==> config.mk <==
export PLATFORM = sky130hd
export DESIGN_NAME = mem_port_arbiter
export DESIGN_NICKNAME = d
export VERILOG_FILES = /design/src/rtl/mem_port_arbiter.sv
export SDC_FILE = /design/constraint.sdc
export NUM_CORES = 1
export LEC_CHECK = 0
export CAP_MARGIN = 20
export CORE_MARGIN = 8
export CORE_UTILIZATION = 35
export CTS_CLUSTER_DIAMETER = 30
export CTS_CLUSTER_SIZE = 28
export DETAILED_ROUTE_END_ITERATION = 16
export GPL_TIMING_DRIVEN = 0
export PLACE_DENSITY_LB_ADDON = 0.08
export SLEW_MARGIN = 20
export SYNTH_ARGS = -nofsm -noshare
export SYNTH_HDL_FRONTEND = slang
export SYNTH_SLANG_ARGS = --single-unit
==> constraint.sdc <==
create_clock -name clk -period 2.7 [get_ports clk]
set_clock_uncertainty 0.1 [all_clocks]
set_input_delay 0.405 -clock clk [delete_from_list [all_inputs] [get_ports clk]]
set_output_delay 0.405 -clock clk [all_outputs]
set_load 0.05 [all_outputs]
==> src/rtl/mem_port_arbiter.sv <==
// Two-port (instruction read / data read-write) arbiter for one single-port
// synchronous memory. Requests are granted combinationally from IDLE, and
// round-robin decides conflicts. Partial data writes become a read-modify-write
// that occupies the memory for one extra cycle in state RMW.
module mem_port_arbiter #(
  parameter int WORD = 32,
  parameter int ADDR = 16
) (
  input  logic              clk,
  input  logic              rst_n,
  input  logic              i_req,
  input  logic [ADDR-1:0]   i_addr,
  output logic              i_gnt,
  output logic              i_rvalid,
  output logic [WORD-1:0]   i_rdata,
  input  logic              d_req,
  input  logic              d_we,
  input  logic [WORD/8-1:0] d_be,
  input  logic [ADDR-1:0]   d_addr,
  input  logic [WORD-1:0]   d_wdata,
  output logic              d_gnt,
  output logic              d_rvalid,
  output logic [WORD-1:0]   d_rdata,
  output logic [ADDR-1:0]   mem_A,
  output logic              mem_W,
  output logic [WORD-1:0]   mem_D,
  input  logic [WORD-1:0]   mem_Q
);

  localparam int BE = WORD / 8;

  typedef enum logic [0:0] {IDLE = 1'b0, RMW = 1'b1} state_t;

  state_t          state_q, state_d;
  logic            rr_d_last_q, rr_d_last_d;   // 1: data port was granted most recently
  logic            i_rv_q, i_rv_d;
  logic            d_rv_q, d_rv_d;
  logic [ADDR-1:0] lat_a_q, lat_a_d;
  logic [WORD-1:0] lat_w_q, lat_w_d;
  logic [BE-1:0]   lat_be_q, lat_be_d;
  logic [ADDR-1:0] hold_a_q, hold_a_d;         // last address driven to memory
  logic [WORD-1:0] hold_dat_q, hold_dat_d;     // last write data driven to memory
  logic            grant_i_s, grant_d_s;
  logic            be_full_s, be_zero_s;

  // Replace the bytes of old_w selected by be with the bytes of new_w.
  function automatic logic [WORD-1:0] merge_bytes(input logic [WORD-1:0] old_w,
                                                  input logic [WORD-1:0] new_w,
                                                  input logic [BE-1:0]   be);
    logic [WORD-1:0] r;
    r = old_w;
    for (int k = 0; k < BE; k++) begin
      if (be[k]) begin
        r[8*k +: 8] = new_w[8*k +: 8];
      end
    end
    return r;
  endfunction

  assign be_full_s = (d_be == {BE{1'b1}});
  assign be_zero_s = (d_be == {BE{1'b0}});

  // State register and all registered bookkeeping; async reset to idle values.
  always_ff @(posedge clk or negedge rst_n) begin
    if (!rst_n) begin
      state_q     <= IDLE;
      rr_d_last_q <= 1'b0;
      i_rv_q      <= 1'b0;
      d_rv_q      <= 1'b0;
      lat_a_q     <= {ADDR{1'b0}};
      lat_w_q     <= {WORD{1'b0}};
      lat_be_q    <= {BE{1'b0}};
      hold_a_q    <= {ADDR{1'b0}};
      hold_dat_q  <= {WORD{1'b0}};
    end else begin
      state_q     <= state_d;
      rr_d_last_q <= rr_d_last_d;
      i_rv_q      <= i_rv_d;
      d_rv_q      <= d_rv_d;
      lat_a_q     <= lat_a_d;
      lat_w_q     <= lat_w_d;
      lat_be_q    <= lat_be_d;
      hold_a_q    <= hold_a_d;
      hold_dat_q  <= hold_dat_d;
    end
  end

  // Arbitration and next-state: grants only from IDLE, round-robin on conflict.
  always_comb begin
    grant_i_s   = 1'b0;
    grant_d_s   = 1'b0;
    state_d     = IDLE;
    rr_d_last_d = rr_d_last_q;
    lat_a_d     = lat_a_q;
    lat_w_d     = lat_w_q;
    lat_be_d    = lat_be_q;
    case (state_q)
      IDLE: begin
        if (i_req && d_req) begin
          if (rr_d_last_q) begin
            grant_i_s = 1'b1;
          end else begin
            grant_d_s = 1'b1;
          end
        end else if (i_req) begin
          grant_i_s = 1'b1;
        end else if (d_req) begin
          grant_d_s = 1'b1;
        end else begin
          grant_i_s = 1'b0;
        end
        if (grant_d_s) begin
          rr_d_last_d = 1'b1;
          lat_a_d     = d_addr;
          lat_w_d     = d_wdata;
          lat_be_d    = d_be;
          if (d_we && !be_full_s && !be_zero_s) begin
            state_d = RMW;
          end else begin
            state_d = IDLE;
          end
        end else if (grant_i_s) begin
          rr_d_last_d = 1'b0;
        end else begin
          rr_d_last_d = rr_d_last_q;
        end
      end
      RMW:     state_d = IDLE;
      default: state_d = IDLE;
    endcase
    i_rv_d = grant_i_s;
    d_rv_d = grant_d_s && !d_we;
  end

  // Memory-side and port-side outputs; everything forced quiet while in reset.
  always_comb begin
    mem_W = 1'b0;
    mem_A = hold_a_q;
    mem_D = hold_dat_q;
    if (!rst_n) begin
      mem_A = {ADDR{1'b0}};
      mem_D = {WORD{1'b0}};
    end else if (state_q == RMW) begin
      mem_A = lat_a_q;
      mem_W = 1'b1;
      mem_D = merge_bytes(mem_Q, lat_w_q, lat_be_q);
    end else if (grant_i_s) begin
      mem_A = i_addr;
    end else if (grant_d_s) begin
      mem_A = d_addr;
      if (d_we) begin
        mem_D = d_wdata;
        mem_W = be_full_s;
      end else begin
        mem_D = hold_dat_q;
      end
    end else begin
      mem_W = 1'b0;
    end
    hold_a_d   = mem_A;
    hold_dat_d = mem_D;
    i_gnt      = rst_n && grant_i_s;
    d_gnt      = rst_n && grant_d_s;
    i_rvalid   = i_rv_q;
    d_rvalid   = d_rv_q;
    i_rdata    = i_rv_q ? mem_Q : {WORD{1'b0}};
    d_rdata    = d_rv_q ? mem_Q : {WORD{1'b0}};
  end

endmodule

Yosys cells after proc, flatten, opt, wreduce, memory -nomap -nowiden:

Index checks and enable logic that the tools add are counted.

* input bits: 105
* register bits after elaboration: 104
* output and inout bits: 117

* equality and inequality tests: 1
* multiplexer cells: 36
* bitwise operators: 1
* reduce and logical (&&, ||, !) cells: 13

Operators by type and width (count)
* 32-bit two-way mux: 7
* 16-bit two-way mux: 4
* 8-bit two-way mux: 4
* 1-bit two-way mux: 20
* 1-bit logical AND: 6
* 4-bit equality test (second input constant): 1
* 4-bit logical NOT: 1
* 2-bit AND reduction: 2
* 1-bit logical NOT: 3
* 1-bit case mux with 2 select lines: 1
* 2-bit nonzero test: 1
* 1-bit inverter: 1

Longest topological paths before layout:

Gate-level depths: netlist of the first run.

* depth after elaboration: 9
* depth in mapped cells: 6
* mapped depth without buffers: 3

Worst setup path after synthesis of the first run:

Ideal clock, no wire load.

* kind: input-to-output
* start point: input port i_req
* end point: output port mem_A[10]
* path buffers: 2
* stages on the path: 5
* data required time: 2.195 ns
* arrival time: 2.705 ns
* setup slack: -0.510 ns
* cells stage by stage: buf_4 > inv_1 > buf_2 > nor3_1 > o41ai_1

* longest elaborated chain between the ends: 8
* elaborated cells between the ends (all ways): 13
* classes of those cells: 12 x mux; 1 x reduce/logical

RTL lines
* start, declared: RTL line 11 `input logic i_req,`
* 1-bit two-way mux or 1-bit logical AND (tied branches): RTL line 105, 99
* 1-bit two-way mux: RTL line 99 `if (i_req && d_req) begin`
* 1-bit two-way mux (2 in series): RTL line 97 `case (state_q)`
* 16-bit two-way mux: RTL line 149 `end else if (grant_d_s) begin`
* 16-bit two-way mux (*): RTL line 147 `end else if (grant_i_s) begin`
* 16-bit two-way mux (*): RTL line 143 `end else if (state_q == RMW) begin`
* 16-bit two-way mux (*): RTL line 140 `if (!rst_n) begin`
* end, declared: RTL line 24 `output logic [ADDR-1:0] mem_A,`

Mark *: on every way between the ends. The rest lies on a longest branch, timed or not. The select of a mux whose other input is x is not followed.

Final worst setup path of the first run:

* start point: register state_q
* end point: output port mem_D[12]

* longest elaborated chain between the ends: 5
* elaborated cells between the ends (all ways): 6
* classes of those cells: 6 x mux

RTL lines
* start, declared: RTL line 34 `state_t state_q, state_d;`
* start signal, assigned: RTL line 76 `state_q <= state_d;`
* 1-bit two-way mux: RTL line 97
* 32-bit two-way mux: RTL line 149
* 32-bit two-way mux: RTL line 147
* 32-bit two-way mux (*): RTL line 143
* 32-bit two-way mux (*): RTL line 140
* end, declared: RTL line 26 `output logic [WORD-1:0] mem_D,`

Mark *: on every way between the ends. The rest lies on a longest branch, timed or not.

==> results of run 1 <==
==> power breakdown <==
part           switching, mW  internal, mW
clock                  0.623         0.842
combinational           1.23         0.794
sequential             0.120          1.82
==> worst register-to-register path: stages (launching register included) <==
cell     delay [ns]
dfrtp_1        0.36
buf_2          0.15
and2b_4        0.30
buf_8          0.14
buf_6          0.14
a31oi_1        0.10
o311a_1        0.34
buf_4          0.13
==> per-layer routing <==
| metal | part of all wire, % | wire length, um | vias to the layer above |
|---|---|---|---|
| met5 | 0 | 0 | - |
| met4 | 0.99 | 216 | 0 |
| met3 | 6.0 | 1303 | 17 |
| met2 | 50 | 10920 | 171 |
| met1 | 43 | 9397 | 2745 |
| li1 | - | - | 2594 |
==> what timing repair did <==
action	in CTS	in global routing
pin swaps	0	10
hold buffers	2	0
hold endpoints to repair	42	0
buffers inserted	0	1
gates resized for setup	341	74
endpoints found under the setup margin	111	46
==> kinds of logic after synthesis <==
logic type / after synthesis / synth area share [%]
muxes: 84 / 15.18
DFF: 104 / 43.62
and+or+nand+nor: 209 / 20.11
buffers and inverters: 95 / 7.697
AOI/OAI and AO/OA: 98 / 13.38
==> through the flow <==
step,std cells,TNS (ns)
CTS,1047,-0.2164
floorplan,590,-12.87
global route,1047,-0.1130
global placement,1029,-719.92
finish,1048,0
detailed placement,1030,-41.03
==> area by class of cell <==
class                           instances  area [sq um]  share of cell area (%)
Timing Repair Buffer                  223          2067                   23.61
Clock buffer                           10         239.0                   2.730
Antenna cell                            1         2.502                 0.02858
Buffer                                 60         351.6                   4.016
Clock inverter                          6         92.59                   1.058
Sequential cell                       104          2604                   29.74
Inverter                               33         123.9                   1.415
Multi-Input combinational cell        391          2999                   34.26
Tap cell                              220         275.3                   3.144
==> path summary, 6_finish.rpt <==
check / endpoint / slack [ns] / start / depth (start not counted)
min in group asynchronous: lat_w_q[10] / 0.66 / rst_n / 3
max: mem_D[12] / 0.04 / state_q / 7
max in group asynchronous: d_rvalid / 1.47 / rst_n / 3
min: hold_dat_q[0] / 0.39 / rst_n / 3
min reg2reg: hold_a_q[13] / 0.40 / lat_a_q[13] / 2
max reg2reg: hold_dat_q[6] / 0.84 / state_q / 7
==> placed cells by master, fill, tap and decap left out, drive strengths merged <==
cell / synthesis / routed
a211oi: 16 / 16
a31oi: 32 / 32
a41oi: 1 / 1
and2: 65 / 65
and2b: 2 / 2
and3: 1 / 1
and4: 33 / 33
buf: 26 / 74
bufinv: 0 / 2
clkbuf: 36 / 47
clkdlybuf4s15: 0 / 4
clkdlybuf4s18: 0 / 1
clkdlybuf4s50: 0 / 106
clkinv: 0 / 2
clkinvlp: 0 / 2
dfrtp: 104 / 104
diode: 0 / 1
dlygate4sd2: 0 / 59
dlygate4sd3: 0 / 1
dlymetal6s2s: 0 / 1
inv: 33 / 33
mux2: 52 / 52
mux2i: 32 / 32
nand2: 51 / 51
nand2b: 2 / 2
nand3: 1 / 1
nor2: 19 / 19
nor2b: 17 / 17
nor3: 17 / 17
nor4: 1 / 1
o22a: 1 / 1
o311a: 32 / 32
o41ai: 16 / 16
==> registers in the layout, summed over array words and instances (netlist names) <==
name and count:
state_q 1, lat_be_q 4, hold_a_q 16, lat_a_q 16, hold_dat_q 32, d_rvalid 1
i_rvalid 1, rr_d_last_q 1, lat_w_q 32
==> results.sh, run 1 <==
export IMPL_critPathKind="reg -> out"
export IMPL_required_ns=2.19
export IMPL_total_power_mw=5.436
export IMPL_cts_tree="yes"
export IMPL_fin_crit_ns=2.658
export IMPL_drv_slew=0
export IMPL_netlist_area_sq_mm=0.005966
export IMPL_yosys_top_cells_area="dfrtp_1 44%, mux2_2 9.8%, and2_1 6.8%"
export IMPL_grt_usage_pct=20.05
export IMPL_hold_viol=0
export IMPL_worst_path_largest_cell_delay_ns=0.39
export IMPL_synthDistinctLibCells=29
export IMPL_nets=927
export IMPL_grt_remaining_overflow=0
export IMPL_synth_warnings=0
export IMPL_drv_cap=0
export IMPL_viasPerCell=5.274
export IMPL_place_area_sq_mm=0.008462
export IMPL_gp_congestion=0.8417
export IMPL_cts_inserted_buffers=9
export IMPL_grt_pass1_vias=6100
export IMPL_worst_setup_path_end_kind="output pin"
export IMPL_cp_slowest_cell="o311a_1"
export IMPL_fin_util_pct=52.61
export IMPL_grt_use_met2_pct=34.44
export IMPL_port_buffers=219
export IMPL_clk_path_buf_depth=2
export IMPL_antenna_found_initial=1
export IMPL_status="complete, no violations"
export IMPL_start_util_pct=35.85
export IMPL_cp_top_family="buffers and inverters"
export IMPL_yosysSeqAreaShare_pct=43.62
export IMPL_hold_ws_ns=0.3937
export IMPL_clock_sinks=104
export IMPL_ant_nets=0
export IMPL_setup_viol=0
export IMPL_p_leak_nw=4.149
export IMPL_route_vias_total=5527
export IMPL_grt_setup_unrepaired="true"
export IMPL_pin_count=222
export IMPL_top_usage_layer="met2"
export IMPL_dieArea_sq_mm=0.02148
export IMPL_wl_mm=21.84
export IMPL_async_reset_ff_share_pct=100.0
export IMPL_use_met3_pct=5.130
export IMPL_layout_drive_gt1_share_pct=21.40
export IMPL_die_h_um=146.6
export IMPL_worstPathCellList="buf_2, and2b_4, buf_8, buf_6, a31oi_1, o311a_1, buf_2"
export IMPL_place_ws_ns=-0.9790
export IMPL_max_clock_freq_mhz=376.3
export IMPL_drt_initial_drc_count=304
export IMPL_layout_setup_ws_ns=0.04233
export IMPL_coreArea_sq_mm=0.01664
export IMPL_grt_met1_usage_pct=24.10
export IMPL_synth_top_cell_area_share_pct=43.62
export IMPL_clkTransAtPathRegs_ns=0.07
export IMPL_min_period_over_period_pct=98.43
export IMPL_grt_first_pass_wirelength_mm=34.50
export IMPL_synth_top_area_cell="dfrtp_1"
export IMPL_syn_avg_cell_area_sq_um=10.11
export IMPL_drcViolationCount=0
export IMPL_peakVddDrop_uv=325.2
export IMPL_syn_to_final_growth_pct=46.75
export IMPL_max_slew_margin_pct=55.20
export IMPL_synth_seq_cells=104
export IMPL_path_buf_inv=4
export IMPL_grt_max_degree=63
export IMPL_tightestPinTransition_ns=0.6719
export IMPL_path_max_fanout=10
export IMPL_die_width_um=146.6
export IMPL_hold_path_class="in -> reg"
export IMPL_cp_start_kind="flip-flop"
export IMPL_clk_latency_ns=0.35
export IMPL_yosys_top_cells_count="104 x dfrtp_1, 65 x and2_1, 52 x mux2_2, 50 x nand2_1"
export IMPL_row_count=47
export IMPL_hpwl_mm=16.18
export IMPL_path_common_cell="buf_2"
export IMPL_syn_inst=590
export IMPL_drt_wirelength_per_cell_um=20.84
export IMPL_power_density_mw_per_mm2=620.9
export IMPL_crit_arrival_ns=2.15
export IMPL_drtPass1Iterations=4
export IMPL_synthFlopType="dfrtp_1"
export IMPL_yosysMostFrequentCell="dfrtp_1"
export IMPL_cts_root_buffer="clkbuf_16"
export IMPL_n_fill_cell=1549
export IMPL_synth_edf_count=0
export IMPL_syn_nets=695
export IMPL_final_area_sq_mm=0.008755
export IMPL_htreeDepth=3
No activity file was read; power rests on OpenSTA's default activity.
==> run 2: changes to the inputs <==
MAX_ROUTING_LAYER = met4   (was default)
==> run 2 against run 1 <==
  * Critical path depth unchanged
  * Critical path type unchanged
  * Sequential power is essentially flat
  * Register-to-register slack about the same
==> results.sh, run 2 (same netlist as run 1, synthesis figures left out) <==
export IMPL_status="complete, no violations"
export IMPL_drt_initial_drc_count=337
export IMPL_htreeDepth=3
export IMPL_drtPass1Iterations=4
export IMPL_cts_inserted_buffers=9
export IMPL_total_power_mw=5.424
export IMPL_wl_mm=21.75
export IMPL_pin_count=222
export IMPL_grt_first_pass_wirelength_mm=34.46
export IMPL_row_count=47
export IMPL_start_util_pct=35.85
export IMPL_power_frac_clock_pct=26.8
export IMPL_r2r_slack_ns=0.84
export IMPL_cp_start_kind="flip-flop"
export IMPL_fin_crit_ns=2.664
export IMPL_drcViolationCount=0
export IMPL_internal_power_mw=3.461
export IMPL_p_sw_share_pct=36.20
export IMPL_syn_to_final_growth_pct=46.75
export IMPL_mostFrequentLayoutCells="106 x clkdlybuf4s50_1, 103 x dfrtp_1, 65 x and2_1"
export IMPL_clkTransAtPathRegs_ns=0.07
export IMPL_grt_setup_unrepaired="true"
export IMPL_worst_setup_path_end_kind="output pin"
export IMPL_min_period_over_period_pct=98.67
export IMPL_p_leak_nw=4.149
export IMPL_grt_max_degree=63
export IMPL_hold_viol=0
export IMPL_drv_slew=0
export IMPL_nets=927
export IMPL_tightestPinTransition_ns=0.6754
export IMPL_crit_start="state_q"
export IMPL_n_fill_cell=1548
export IMPL_dp_cells=1030
export IMPL_drt_wirelength_per_cell_um=20.75
export IMPL_comb_power_share_pct=37.3
export IMPL_regToRegStartpoint="state_q"
export IMPL_die_h_um=146.6
export IMPL_antenna_found_initial=1
export IMPL_layoutNonFillerInstCount=1048
export IMPL_path_max_fanout=10
export IMPL_power_density_mw_per_mm2=619.6
export IMPL_mostFrequentLayoutCell="clkdlybuf4s50_1"
export IMPL_grt_usage_pct=20.62
export IMPL_peakVddDrop_uv=323.0
export IMPL_holdPathStages=3
export IMPL_clk_latency_ns=0.35
export IMPL_max_clock_freq_mhz=375.4
export IMPL_clk_path_buf_depth=2
export IMPL_r2r_end="hold_dat_q[6]"
export IMPL_hpwl_mm=16.18
export IMPL_required_ns=2.19
export IMPL_hold_end="hold_dat_q[0]"
export IMPL_multi_input_area_sq_mm=0.002999
export IMPL_r2r_cells=7
export IMPL_setup_viol=0
export IMPL_ant_nets=0
export IMPL_hold_path_class="in -> reg"
export IMPL_drv_cap=0
export IMPL_crit_arrival_ns=2.16
export IMPL_cts_root_buffer="clkbuf_16"
export IMPL_coreArea_sq_mm=0.01664
export IMPL_die_width_um=146.6
export IMPL_power_frac_seq_pct=35.8
export IMPL_grt_pass1_vias=6112
export IMPL_viasPerCell=5.286
export IMPL_cts_tree="yes"
export IMPL_route_vias_total=5540
export IMPL_max_slew_margin_pct=54.97
export IMPL_reg_top3="hold_dat_q x32, lat_w_q x32"
export IMPL_clock_sinks=104
export IMPL_gp_congestion=0.8548
export IMPL_hold_start="rst_n"
export IMPL_critPathKind="reg -> out"
export IMPL_dieArea_sq_mm=0.02148
export IMPL_p_switching_mw=1.964
export IMPL_port_buffers=219
export IMPL_seq_area_sq_mm=0.002604
export IMPL_grt_remaining_overflow=0
export IMPL_layout_drive_gt1_share_pct=21.40
export IMPL_fin_tns_setup_ns=0
[run 2: repair_timing]
item	CTS	global route
setup buffers	0	1
hold endpoints to repair	42	0
resized for setup	341	74
pin swaps	0	10
setup endpoints to repair	111	45
hold buffers	2	0
[run 2: worst max-delay path: stages, from the launching register on]
cell	delay (ns)
dfrtp_1	0.36
buf_2	0.15
and2b_4	0.30
buf_8	0.14
buf_6	0.14
a31oi_1	0.10
o311a_1	0.39
buf_2	0.23
[run 2: worst max path at each step]
stage / slack, ns / end / cells past startpoint
2_1_floorplan: -0.51 / mem_A[10] / 5
3_3_place_gp: -5.06 / mem_A[14] / 8
3_5_place_dp: -0.98 / mem_A[6] / 8
4_1_cts: -0.12 / mem_D[12] / 7
5_1_grt: -0.08 / mem_D[12] / 7
6_report: 0.04 / mem_D[12] / 7
[run 2: power groups by stage]
| stage | Clock [mW] | Combinational, mW | Sequential [mW] |
|---|---|---|---|
| after global routing | 1.55 | 2.17 | 1.98 |
| after CTS | 1.50 | 2.01 | 1.94 |
| after global placement | 0 | 2.04 | 1.96 |
| after detailed placement | 0 | 2.08 | 1.97 |
| after floorplan | 0 | 1.34 | 1.94 |
| final | 1.45 | 2.03 | 1.94 |
[run 2: area by class of cell]
type / count / share of cell area [%]
sequential: 104 / 29.74
tap: 220 / 3.144
timing repair buffer: 223 / 23.61
clock buffer: 10 / 2.730
multi-input combinational: 391 / 34.26
antenna: 1 / 0.02858
clock inverter: 6 / 1.058
inverter: 33 / 1.415
buffer: 60 / 4.016
[run 2: per-stage QoR]
stage	hold WS (ns)	util [%]	setup WS (ns)	cell area, sq um
floorplan	0.009409	-	-0.5104	5966
global placement	0.3751	50.67	-5.055	8433
detailed placement	0.2599	50.85	-0.9790	8462
CTS	0.3913	52.06	-0.1162	8665
global route	0.3998	52.61	-0.07812	8755
finish	0.3978	52.61	0.03583	8755
[run 2: per-layer routing]
layer	track usage (%)	wire length, um
met5	-	0
met4	6.182	272
met3	4.604	1270
met2	34.47	10810
met1	24.40	9394
